==> src/rtl/rv_decode_pkg.sv <==
// Shared RV32I/RV64I decode vocabulary: opcodes, funct fields, format codes and ALU ops.
// The ALU and the branch predictor import the same definitions.
package rv_decode_pkg;

    localparam logic [6:0] OPC_LUI    = 7'b0110111;
    localparam logic [6:0] OPC_AUIPC  = 7'b0010111;
    localparam logic [6:0] OPC_JAL    = 7'b1101111;
    localparam logic [6:0] OPC_JALR   = 7'b1100111;
    localparam logic [6:0] OPC_BRANCH = 7'b1100011;
    localparam logic [6:0] OPC_LOAD   = 7'b0000011;
    localparam logic [6:0] OPC_STORE  = 7'b0100011;
    localparam logic [6:0] OPC_OP_IMM = 7'b0010011;
    localparam logic [6:0] OPC_OP     = 7'b0110011;

    localparam logic [2:0] F3_ADD_SUB = 3'd0;
    localparam logic [2:0] F3_SLL     = 3'd1;
    localparam logic [2:0] F3_SLT     = 3'd2;
    localparam logic [2:0] F3_SLTU    = 3'd3;
    localparam logic [2:0] F3_XOR     = 3'd4;
    localparam logic [2:0] F3_SRL_SRA = 3'd5;
    localparam logic [2:0] F3_OR      = 3'd6;
    localparam logic [2:0] F3_AND     = 3'd7;

    localparam logic [6:0] F7_BASE = 7'h00;
    localparam logic [6:0] F7_ALT  = 7'h20;

    typedef enum logic [2:0] {
        FMT_R = 3'd0,
        FMT_I = 3'd1,
        FMT_S = 3'd2,
        FMT_B = 3'd3,
        FMT_U = 3'd4,
        FMT_J = 3'd5
    } fmt_e;

    typedef enum logic [3:0] {
        ALU_ADD  = 4'd0,
        ALU_SUB  = 4'd1,
        ALU_SLL  = 4'd2,
        ALU_SLT  = 4'd3,
        ALU_SLTU = 4'd4,
        ALU_XOR  = 4'd5,
        ALU_SRL  = 4'd6,
        ALU_SRA  = 4'd7,
        ALU_OR   = 4'd8,
        ALU_AND  = 4'd9
    } alu_op_e;

    typedef struct packed {
        logic [4:0] rd;
        logic [4:0] rs1;
        logic [4:0] rs2;
        alu_op_e    alu_op;
        fmt_e       fmt;
        logic       rd_we;
        logic       illegal;
    } dec_t;

    // alt is funct7[5]; SUB only exists in the register-register form
    function automatic alu_op_e alu_op_from_f3(input logic [2:0] f3, input logic alt,
                                               input logic allow_sub);
        case (f3)
            F3_ADD_SUB: return (alt && allow_sub) ? ALU_SUB : ALU_ADD;
            F3_SLL:     return ALU_SLL;
            F3_SLT:     return ALU_SLT;
            F3_SLTU:    return ALU_SLTU;
            F3_XOR:     return ALU_XOR;
            F3_SRL_SRA: return alt ? ALU_SRA : ALU_SRL;
            F3_OR:      return ALU_OR;
            default:    return ALU_AND;
        endcase
    endfunction

    function automatic logic load_f3_ok(input logic [2:0] f3, input logic rv64);
        case (f3)
            3'd0, 3'd1, 3'd2, 3'd4, 3'd5: return 1'b1;
            3'd3, 3'd6:                   return rv64;
            default:                      return 1'b0;
        endcase
    endfunction

endpackage

==> src/rtl/instr_imm_gen.sv <==
// Combinational immediate extraction for every base format, sign-extended to XLEN.
// Also instantiated by the branch predictor.
module instr_imm_gen
    import rv_decode_pkg::*;
#(
    parameter int unsigned XLEN = 32
) (
    input  logic [2:0]      fmt,
    input  logic [31:7]     instr,
    output logic [XLEN-1:0] imm
);

    logic [31:0] raw;

    always_comb begin
        raw = '0;
        case (fmt)
            FMT_I:   raw = {{20{instr[31]}}, instr[31:20]};
            FMT_S:   raw = {{20{instr[31]}}, instr[31:25], instr[11:7]};
            FMT_B:   raw = {{19{instr[31]}}, instr[31], instr[7], instr[30:25], instr[11:8], 1'b0};
            FMT_U:   raw = {instr[31:12], 12'b0};
            FMT_J:   raw = {{11{instr[31]}}, instr[31], instr[19:12], instr[20], instr[30:21], 1'b0};
            default: raw = '0;
        endcase
        imm = XLEN'($signed(raw));
    end

endmodule

==> src/rtl/instr_decode_stage.sv <==
// Registered RV32I/RV64I decode stage with a main/skid register pair behind a
// registered in_ready, so fetch sees full throughput without a combinational ready path.
module instr_decode_stage
    import rv_decode_pkg::*;
#(
    parameter int unsigned XLEN = 32
) (
    input  logic            clk,
    input  logic            rst,
    input  logic            flush,
    input  logic            in_valid,
    output logic            in_ready,
    input  logic [31:0]     in_instr,
    input  logic [XLEN-1:0] in_pc,
    output logic            out_valid,
    input  logic            out_ready,
    output logic [XLEN-1:0] out_pc,
    output logic [4:0]      out_rd,
    output logic [4:0]      out_rs1,
    output logic [4:0]      out_rs2,
    output logic [XLEN-1:0] out_imm,
    output logic [3:0]      out_alu_op,
    output logic [2:0]      out_fmt,
    output logic            out_rd_we,
    output logic            out_illegal
);

    localparam logic RV64 = (XLEN == 64);

    logic [6:0]      opcode;
    logic [2:0]      funct3;
    logic [6:0]      funct7;
    dec_t            dec_c;
    logic [XLEN-1:0] imm_raw;
    logic [XLEN-1:0] imm_c;

    dec_t            main_q, main_d, skid_q, skid_d;
    logic [XLEN-1:0] main_imm_q, main_imm_d, skid_imm_q, skid_imm_d;
    logic [XLEN-1:0] main_pc_q, main_pc_d, skid_pc_q, skid_pc_d;
    logic            main_valid_q, main_valid_d;
    logic            skid_valid_q, skid_valid_d;
    logic            in_ready_q;
    logic            in_fire;
    logic            out_fire;

    assign opcode = in_instr[6:0];
    assign funct3 = in_instr[14:12];
    assign funct7 = in_instr[31:25];

    always_comb begin
        dec_c.rd      = in_instr[11:7];
        dec_c.rs1     = in_instr[19:15];
        dec_c.rs2     = in_instr[24:20];
        dec_c.alu_op  = ALU_ADD;
        dec_c.fmt     = FMT_R;
        dec_c.rd_we   = 1'b0;
        dec_c.illegal = 1'b0;
        case (opcode)
            OPC_LUI, OPC_AUIPC: dec_c.fmt = FMT_U;
            OPC_JAL:            dec_c.fmt = FMT_J;
            OPC_JALR:           dec_c.fmt = FMT_I;
            OPC_BRANCH: begin
                dec_c.fmt     = FMT_B;
                dec_c.alu_op  = ALU_SUB;
                dec_c.illegal = (funct3[2:1] == 2'b01);
            end
            OPC_LOAD: begin
                dec_c.fmt     = FMT_I;
                dec_c.illegal = !load_f3_ok(funct3, RV64);
            end
            OPC_STORE: begin
                dec_c.fmt     = FMT_S;
                dec_c.illegal = RV64 ? (funct3 > 3'd3) : (funct3 > 3'd2);
            end
            OPC_OP_IMM: begin
                dec_c.fmt    = FMT_I;
                dec_c.alu_op = alu_op_from_f3(funct3, in_instr[30], 1'b0);
                // RV64 shamt is 6 bits, so bit 25 joins the shift amount
                if (funct3 == F3_SLL)
                    dec_c.illegal = (|in_instr[31:26]) | (!RV64 & in_instr[25]);
                else if (funct3 == F3_SRL_SRA)
                    dec_c.illegal = in_instr[31] | (|in_instr[29:26]) | (!RV64 & in_instr[25]);
            end
            OPC_OP: begin
                dec_c.fmt     = FMT_R;
                dec_c.alu_op  = alu_op_from_f3(funct3, funct7[5], 1'b1);
                dec_c.illegal = !((funct7 == F7_BASE) ||
                                  (funct7 == F7_ALT && (funct3 == F3_ADD_SUB || funct3 == F3_SRL_SRA)));
            end
            default: dec_c.illegal = 1'b1;
        endcase
        // Illegal words of any kind collapse to a harmless ADD with no writeback and zero imm
        if (dec_c.illegal)
            dec_c.alu_op = ALU_ADD;
        else
            dec_c.rd_we = (dec_c.fmt != FMT_S) && (dec_c.fmt != FMT_B) && (dec_c.rd != 5'd0);
    end

    instr_imm_gen #(.XLEN(XLEN)) u_imm_gen (
        .fmt   (dec_c.fmt),
        .instr (in_instr[31:7]),
        .imm   (imm_raw)
    );

    assign imm_c = dec_c.illegal ? '0 : imm_raw;

    assign in_fire  = in_valid && in_ready_q && !flush;
    assign out_fire = main_valid_q && out_ready;

    // in_ready mirrors "skid empty", so the skid never receives while it is occupied
    always_comb begin
        main_d       = main_q;
        main_imm_d   = main_imm_q;
        main_pc_d    = main_pc_q;
        main_valid_d = main_valid_q;
        skid_d       = skid_q;
        skid_imm_d   = skid_imm_q;
        skid_pc_d    = skid_pc_q;
        skid_valid_d = skid_valid_q;
        if (!main_valid_q || out_fire) begin
            if (skid_valid_q) begin
                main_d       = skid_q;
                main_imm_d   = skid_imm_q;
                main_pc_d    = skid_pc_q;
                main_valid_d = 1'b1;
                skid_valid_d = 1'b0;
            end else if (in_fire) begin
                main_d       = dec_c;
                main_imm_d   = imm_c;
                main_pc_d    = in_pc;
                main_valid_d = 1'b1;
            end else begin
                main_valid_d = 1'b0;
            end
        end else if (in_fire) begin
            skid_d       = dec_c;
            skid_imm_d   = imm_c;
            skid_pc_d    = in_pc;
            skid_valid_d = 1'b1;
        end
    end

    always_ff @(posedge clk) begin
        if (rst) begin
            main_q       <= '0;
            main_imm_q   <= '0;
            main_pc_q    <= '0;
            main_valid_q <= 1'b0;
            skid_q       <= '0;
            skid_imm_q   <= '0;
            skid_pc_q    <= '0;
            skid_valid_q <= 1'b0;
            in_ready_q   <= 1'b0;
        end else if (flush) begin
            main_valid_q <= 1'b0;
            skid_valid_q <= 1'b0;
            in_ready_q   <= 1'b1;
        end else begin
            main_q       <= main_d;
            main_imm_q   <= main_imm_d;
            main_pc_q    <= main_pc_d;
            main_valid_q <= main_valid_d;
            skid_q       <= skid_d;
            skid_imm_q   <= skid_imm_d;
            skid_pc_q    <= skid_pc_d;
            skid_valid_q <= skid_valid_d;
            in_ready_q   <= !skid_valid_d;
        end
    end

    assign in_ready    = in_ready_q;
    assign out_valid   = main_valid_q;
    assign out_pc      = main_pc_q;
    assign out_rd      = main_q.rd;
    assign out_rs1     = main_q.rs1;
    assign out_rs2     = main_q.rs2;
    assign out_imm     = main_imm_q;
    assign out_alu_op  = main_q.alu_op;
    assign out_fmt     = main_q.fmt;
    assign out_rd_we   = main_q.rd_we;
    assign out_illegal = main_q.illegal;

endmodule
==> config.mk <==
export PLATFORM = sky130hd
export DESIGN_NAME = instr_decode_stage
export DESIGN_NICKNAME = d
export VERILOG_FILES = /design/src/rtl/rv_decode_pkg.sv /design/src/rtl/instr_imm_gen.sv /design/src/rtl/instr_decode_stage.sv
export SDC_FILE = /design/constraint.sdc
export NUM_CORES = 1
export LEC_CHECK = 0
export CAP_MARGIN = 10
export CORE_ASPECT_RATIO = 0.5
export CORE_UTILIZATION = 51
export CTS_CLUSTER_SIZE = 30
export DETAILED_ROUTE_END_ITERATION = 6
export PLACE_DENSITY = 0.88
export SYNTH_ARGS = -nofsm -noshare
export SYNTH_HDL_FRONTEND = slang
export SYNTH_SLANG_ARGS = --single-unit
==> constraint.sdc <==
create_clock -name clk -period 3 [get_ports clk]
set_clock_uncertainty 0.05 [all_clocks]
set_input_delay 0.75 -clock clk [delete_from_list [all_inputs] [get_ports clk]]
set_output_delay 0.75 -clock clk [all_outputs]
set_load 0.1 [all_outputs]
==> results.sh, run 1 <==
export IMPL_status="finished, final reports clean"
export IMPL_die_x_um=175.2
export IMPL_hold_violations=0
export IMPL_finalMaxSlewViolations=0
export IMPL_worstMarginPinSlew_ns=0.8816
export IMPL_netlist_area_um2=7651
export IMPL_power_frac_clock_pct=41.0
export IMPL_multi_input_comb_area_um2=3724
export IMPL_grt_max_degree=63
export IMPL_crit_type="input pin to flip-flop"
export IMPL_clk_path_buf_depth=2
export IMPL_area_delta_synth_final_pct=29.60
export IMPL_cts_buffers_inserted=17
export IMPL_grt_pass1_wl_um=33110
export IMPL_cts_reportedPaths_clkPinSlew_ns=0.07
export IMPL_rows=31
export IMPL_finalCritPeriodShare_pct=87.58
export IMPL_route_detailed_drc=0
export IMPL_irDropWorstVdd_uv=457.5
export IMPL_drt_first_pass_iters=7
export IMPL_synthFlopType="dfxtp_1"
export IMPL_fin_area_um2=9916
export IMPL_syn_instance_count=895
export IMPL_post_cts_buffers=0
export IMPL_power_internal_uw=3820
export IMPL_dieArea_um2=15530
export IMPL_rsz0062_at_grt="no"
export IMPL_io_pin_count=159
export IMPL_coreArea_um2=14550
export IMPL_fill_cells=1092
export IMPL_cts_resized=0
export IMPL_place_area_um2=9328
export IMPL_switchingPower_uw=1560
export IMPL_postSynthAreaPerCell_um2=8.549
export IMPL_worst_path_buf_inv=1
export IMPL_fmaxAchievable_ghz=0.3806
export IMPL_wl_um=21320
export IMPL_synth_seq_cells=179
export IMPL_ys_types=55
export IMPL_setup_viol=0
export IMPL_place_gp_congestion=0.9482
export IMPL_fin_nets=1107
export IMPL_post_place_ws_ns=-0.04219
export IMPL_hp_class="flip-flop to flip-flop"
export IMPL_r2r_setup_slack_ns=0.59
export IMPL_wl_per_cell_um=17.07
export IMPL_required_ns=3.25
export IMPL_critical_path_top_delay_family="compound AO/OA/AOI/OAI gates"
export IMPL_htreeDepth=4
export IMPL_grt_pass1_vias=6783
export IMPL_antenna_diode_count=0
export IMPL_swShare_pct=28.99
export IMPL_initial_core_util_pct=52.60
export IMPL_leakagePower_uw=0.003591
export IMPL_syn_nets=964
export IMPL_utilization_pct=68.17
export IMPL_pwr_share_seq_pct=45.3
export IMPL_max_cap_violations=0
export IMPL_endpoint_kind="flip-flop"
export IMPL_drive_above_1_share_pct=17.79
export IMPL_finalSetupTns_ns=0
export IMPL_grt_util_all_layers_pct=26.94
export IMPL_worst_slack_ns=0.3727
export IMPL_grt_overflow_total=0
export IMPL_port_buffers=158
export IMPL_arrival_ns=2.88
export IMPL_slew_headroom_pct=41.01
export IMPL_synth_edf_count=0
export IMPL_pwr_density_cell_nw_per_um2=542.6
export IMPL_ys_seq_area_share_pct=46.84
export IMPL_worstSkewPairLatency_ns=0.42
export IMPL_root_buffer="clkbuf_16"
export IMPL_rr_startpoint="skid_valid_q"
export IMPL_cts_tree="built"
export IMPL_worstHoldStart="skid_imm_q[29]"
export IMPL_timing_critical_path_from="in_instr[6]"
export IMPL_cts_sinks=179
export IMPL_ant_nets=0
export IMPL_hold_buffers=0
export IMPL_worst_hold_slack_ns=0.4015
export IMPL_die_y_um=88.61
export IMPL_async_flop_share_pct=0
export IMPL_drt_iter0_drc=608
export IMPL_power_share_combinational_pct=13.7
export IMPL_start_kind="input pin"
export IMPL_post_drt_via_cell_ratio=5.833
export IMPL_ys_warn_count=0
export IMPL_regArea_um2=3587
export IMPL_slowest_stage="clkdlybuf4s50_1"
export IMPL_antenna_found_initial=0
export IMPL_fin_crit_ns=2.627
export IMPL_dr_total_vias=7285
export IMPL_path_cells="clkdlybuf4s50_1, o21bai_1, o22ai_1, a22oi_2, nand3_1, o32ai_1"
export IMPL_cpPeakStageDelay_ns=0.65
export IMPL_critPathMaxFanout=10
export IMPL_dp_hpwl_um=14540
[cell usage after synthesis, types with 3 or more instances]
library cell	number	area share [%]
o2bb2ai_1	4	0.46
nand2_1	152	7.5
nor2b_1	10	0.82
buf_2	21	1.4
o21ai_1	10	0.65
a21oi_1	103	6.7
nand4_1	3	0.25
or4_1	9	0.88
a31o_2	7	0.80
o22ai_1	22	1.8
buf_6	3	0.44
nand3_1	12	0.78
nand2b_1	6	0.49
a22o_1	15	1.7
a22oi_1	4	0.39
mux2i_1	49	6.4
o32ai_1	6	0.69
nor3_1	14	0.92
a2111o_1	8	1.2
clkbuf_1	48	2.4
o21ai_0	18	1.2
inv_1	4	0.20
a211oi_1	54	5.3
nor2_1	69	3.4
and3_1	23	1.9
buf_1	6	0.29
dfxtp_1	179	47
a21o_1	3	0.29
[cell type report]
class,instances,share of cell area [%]
clock inverter,15,1.640
sequential,179,36.18
tap,198,2.498
multi-input combinational,633,37.55
inverter,4,0.1514
clock buffer,17,4.290
timing repair buffer,203,17.69
[sequential cells by signal (all words and copies together) (netlist names)]
register,cells
out_imm,32
skid_pc_q,32
out_alu_op,4
out_rd,5
skid_imm_q,32
in_ready,1
skid_valid_q,1
out_rd_we,1
out_valid,1
skid_q,24
out_pc,32
out_illegal,1
out_fmt,3
out_rs2,5
out_rs1,5
[cells by family after synthesis]
family	Yosys count	share of synthesized area, %
AND/OR/NAND/NOR	315	18.76
multiplexers	49	6.410
flip-flops	179	46.84
AO/OA/AOI/OAI	269	23.24
buffers and inverters	83	4.759
[tightest hold or removal path: cells and delay by family, from the launching register on]
kind	cells	cell delay, ns
flops	1	0.31
simple gates	1	0.05
compound gates	1	0.05
[through the flow]
| step | total power (uW) | std cells |
|---|---|---|
| after floorplan | 2961 | 895 |
| after global placement | 3210 | 1217 |
| after detailed placement | 3223 | 1217 |
| after CTS | 5389 | 1249 |
| after global routing | 5545 | 1249 |
| final | 5380 | 1249 |
[power by group through the flow]
stage / sequential (uW) / combinational [uW] / clock, uW
floorplan: 2770 / 191 / 0
global placement: 2490 / 718 / 0
detailed placement: 2490 / 729 / 0
CTS: 2440 / 731 / 2220
global route: 2440 / 769 / 2330
finish: 2440 / 735 / 2210
[layer usage]
layer	GRT usage, %	routed length, um	part of all wire (%)
met2	46.72	10450	49
met4	9.565	303	1.4
met3	5.541	1494	7.0
met1	33.91	9078	43
met5	0	0	0
[placed cells by master (no fill, tap or decap), types with 7 or more instances in the layout]
cell type	Yosys	final
a21oi_1	103	103
nand2_1	152	152
o21ai_0	18	18
nand3_1	12	11
buf_4	1	131
a31o_2	7	7
a2111o_1	8	8
a22o_1	15	15
o21ai_1	10	10
nor2_1	69	68
or4_1	9	9
mux2i_1	49	49
a211oi_1	54	54
dfxtp_1	179	178
and3_1	23	23
clkdlybuf4s50_1	0	67
nor2b_1	10	10
clkbuf_16	0	17
o22ai_1	22	22
nor3_1	14	13
[path summary, 6_finish.rpt]
kind / to / cells past startpoint
min: skid_imm_q[29] / 2
max: skid_imm_q[0] / 6
max reg2reg: out_illegal / 5
min reg2reg: skid_imm_q[29] / 2
Note: power is estimated with default switching activity, not from simulation.
==> inputs of run 2 (changes only) <==
Settings changed: GPL_TIMING_DRIVEN from default to 0.
==> results.sh, run 2 (same netlist as run 1, synthesis figures left out) <==
export IMPL_post_drt_via_cell_ratio=6.017
export IMPL_antenna_found_initial=0
export IMPL_rows=31
export IMPL_cts_sinks=179
export IMPL_clk_path_buf_depth=2
export IMPL_reg2reg_depth=5
export IMPL_irDropWorstVdd_uv=480.3
export IMPL_cts_tree="built"
export IMPL_worstSkewPairLatency_ns=0.43
export IMPL_io_pin_count=159
export IMPL_finalCritPeriodShare_pct=97.87
export IMPL_dr_total_vias=7714
export IMPL_layout_commonest_cell="dfxtp_1"
export IMPL_grt_use_met2_pct=50.29
export IMPL_htreeDepth=4
export IMPL_antenna_diode_count=0
export IMPL_die_y_um=88.61
export IMPL_route_detailed_drc=0
export IMPL_dieArea_um2=15530
export IMPL_cts_buffers_inserted=17
export IMPL_grt_pass1_vias=7164
export IMPL_min_path_cells=2
export IMPL_required_ns=3.32
export IMPL_busiest_layer="met2"
export IMPL_finalMaxSlewViolations=0
export IMPL_fmaxAchievable_ghz=0.3406
export IMPL_rsz0062_at_grt="no"
export IMPL_grt_util_met3_pct=5.928
export IMPL_dp_hpwl_um=16700
export IMPL_drt_iter0_drc=781
export IMPL_drt_first_pass_iters=5
export IMPL_grt_overflow_total=0
export IMPL_endpoint_kind="flip-flop"
export IMPL_slew_headroom_pct=31.31
export IMPL_area_delta_synth_final_pct=31.40
export IMPL_grt_pass1_wl_um=36240
export IMPL_die_x_um=175.2
export IMPL_ant_nets=0
export IMPL_cts_reportedPaths_clkPinSlew_ns=0.07
export IMPL_grt_util_all_layers_pct=30.06
export IMPL_arrival_ns=3.26
export IMPL_max_cap_violations=0
export IMPL_initial_core_util_pct=52.60
export IMPL_wl_per_cell_um=18.50
export IMPL_worstMarginPinSlew_ns=1.027
export IMPL_crit_type="input pin to flip-flop"
export IMPL_setup_viol=0
export IMPL_start_kind="input pin"
export IMPL_fin_crit_ns=2.936
export IMPL_hold_violations=0
export IMPL_final_cell_mix="179 x dfxtp_1, 154 x clkdlybuf4s50_1, 152 x nand2_1"
export IMPL_worst_hold_slack_ns=0.3958
export IMPL_grt_max_degree=18
export IMPL_root_buffer="clkbuf_16"
export IMPL_hp_class="flip-flop to flip-flop"
export IMPL_leakagePower_uw=0.003362
export IMPL_drive_above_1_share_pct=7.103
export IMPL_port_buffers=154
export IMPL_utilization_pct=69.12
export IMPL_grtUsageMet1_pct=37.98
export IMPL_wl_um=23710
export IMPL_status="finished, final reports clean"
export IMPL_coreArea_um2=14550
export IMPL_place_gp_congestion=0.9215
export IMPL_pwr_density_cell_nw_per_um2=538.3
export IMPL_critPathMaxFanout=8
export IMPL_fin_nets=1140
==> run 2: cell count changes in the layout (fill, tap and decap cells not counted), moves of 2 or more <==
| cell | change |
|---|---|
| clkinvlp_4 | +2 |
| clkinv_4 | +2 |
| clkbuf_1 | +45 |
| clkbuf_2 | +3 |
| clkinv_8 | -2 |
| clkinv_2 | -2 |
| buf_1 | +6 |
| clkdlybuf4s50_1 | +87 |
| buf_12 | -5 |
| buf_4 | -127 |
| buf_2 | +21 |
| buf_6 | +3 |
==> run 2: per-layer routing <==
metal | vias up | routed length, um | share of wire (%)
li1 | 3586 | - | -
met2 | 435 | 11050 | 47
met5 | - | 0 | 0
met1 | 3616 | 9760 | 41
met4 | 0 | 764 | 3.2
met3 | 77 | 2137 | 9.0
==> run 2: path summary, 6_finish.rpt <==
kind	startpoint	to	slack, ns
worst max-delay path	in_instr[2]	skid_imm_q[8]	0.06
worst min-delay path	skid_imm_q[26]	skid_imm_q[26]	0.40
worst max register to register	skid_valid_q	out_rs1[2]	0.52
worst min register to register	skid_imm_q[26]	skid_imm_q[26]	0.40
==> run 2: cell type report <==
class	count	area [um2]
tap	198	247.7
clock inverter	14	141.4
multi-input combinational	633	3710
clock buffer	18	439.2
fill	1100	4492
timing repair buffer	157	1564
sequential	179	3583
buffer	79	352.8
inverter	4	15.01
==> run 2: critical path, cell delays in order <==
cell and delay (ns):
clkdlybuf4s50_1 0.53, nand4bb_1 0.49, nor2_1 0.65, or2_1 0.21
buf_6 0.13, and4_1 0.21, buf_4 0.15, a22o_1 0.14
==> run 2: repair_timing <==
item                       in CTS  in global routing
buffers inserted                0                  3
pin swaps                       0                  1
hold buffers                    0                  0
setup endpoints to repair      30                 56
gates resized for setup         1                  6
==> run 2: metrics by stage <==
stage | instances | total power, uW | TNS [ns] | instance area [um2] | worst slack (ns)
6_report | 1282 | 5412 | 0 | 10050 | 0.06382
5_1_grt | 1282 | 5537 | 0 | 10050 | 0.003085
2_1_floorplan | 895 | 2961 | 0 | 7651 | 0.3553
3_3_place_gp | 1247 | 3214 | -37.43 | 9440 | -0.4842
3_5_place_dp | 1247 | 3226 | -42.45 | 9440 | -0.4891
4_1_cts | 1279 | 5389 | 0 | 10030 | 0.01691
==> run 2: report_power, final <==
part | switching, uW | internal [uW]
clock network | 1040 | 1190
registers | 23.1 | 2420
logic | 527 | 218
total | 1590 | 3820
==> inputs of run 3 (changes only) <==
Settings changed: SLEW_MARGIN from default to 5.
==> results of run 3 <==
Same layout as run 2: the final DEF is identical, and so are final timing and power.
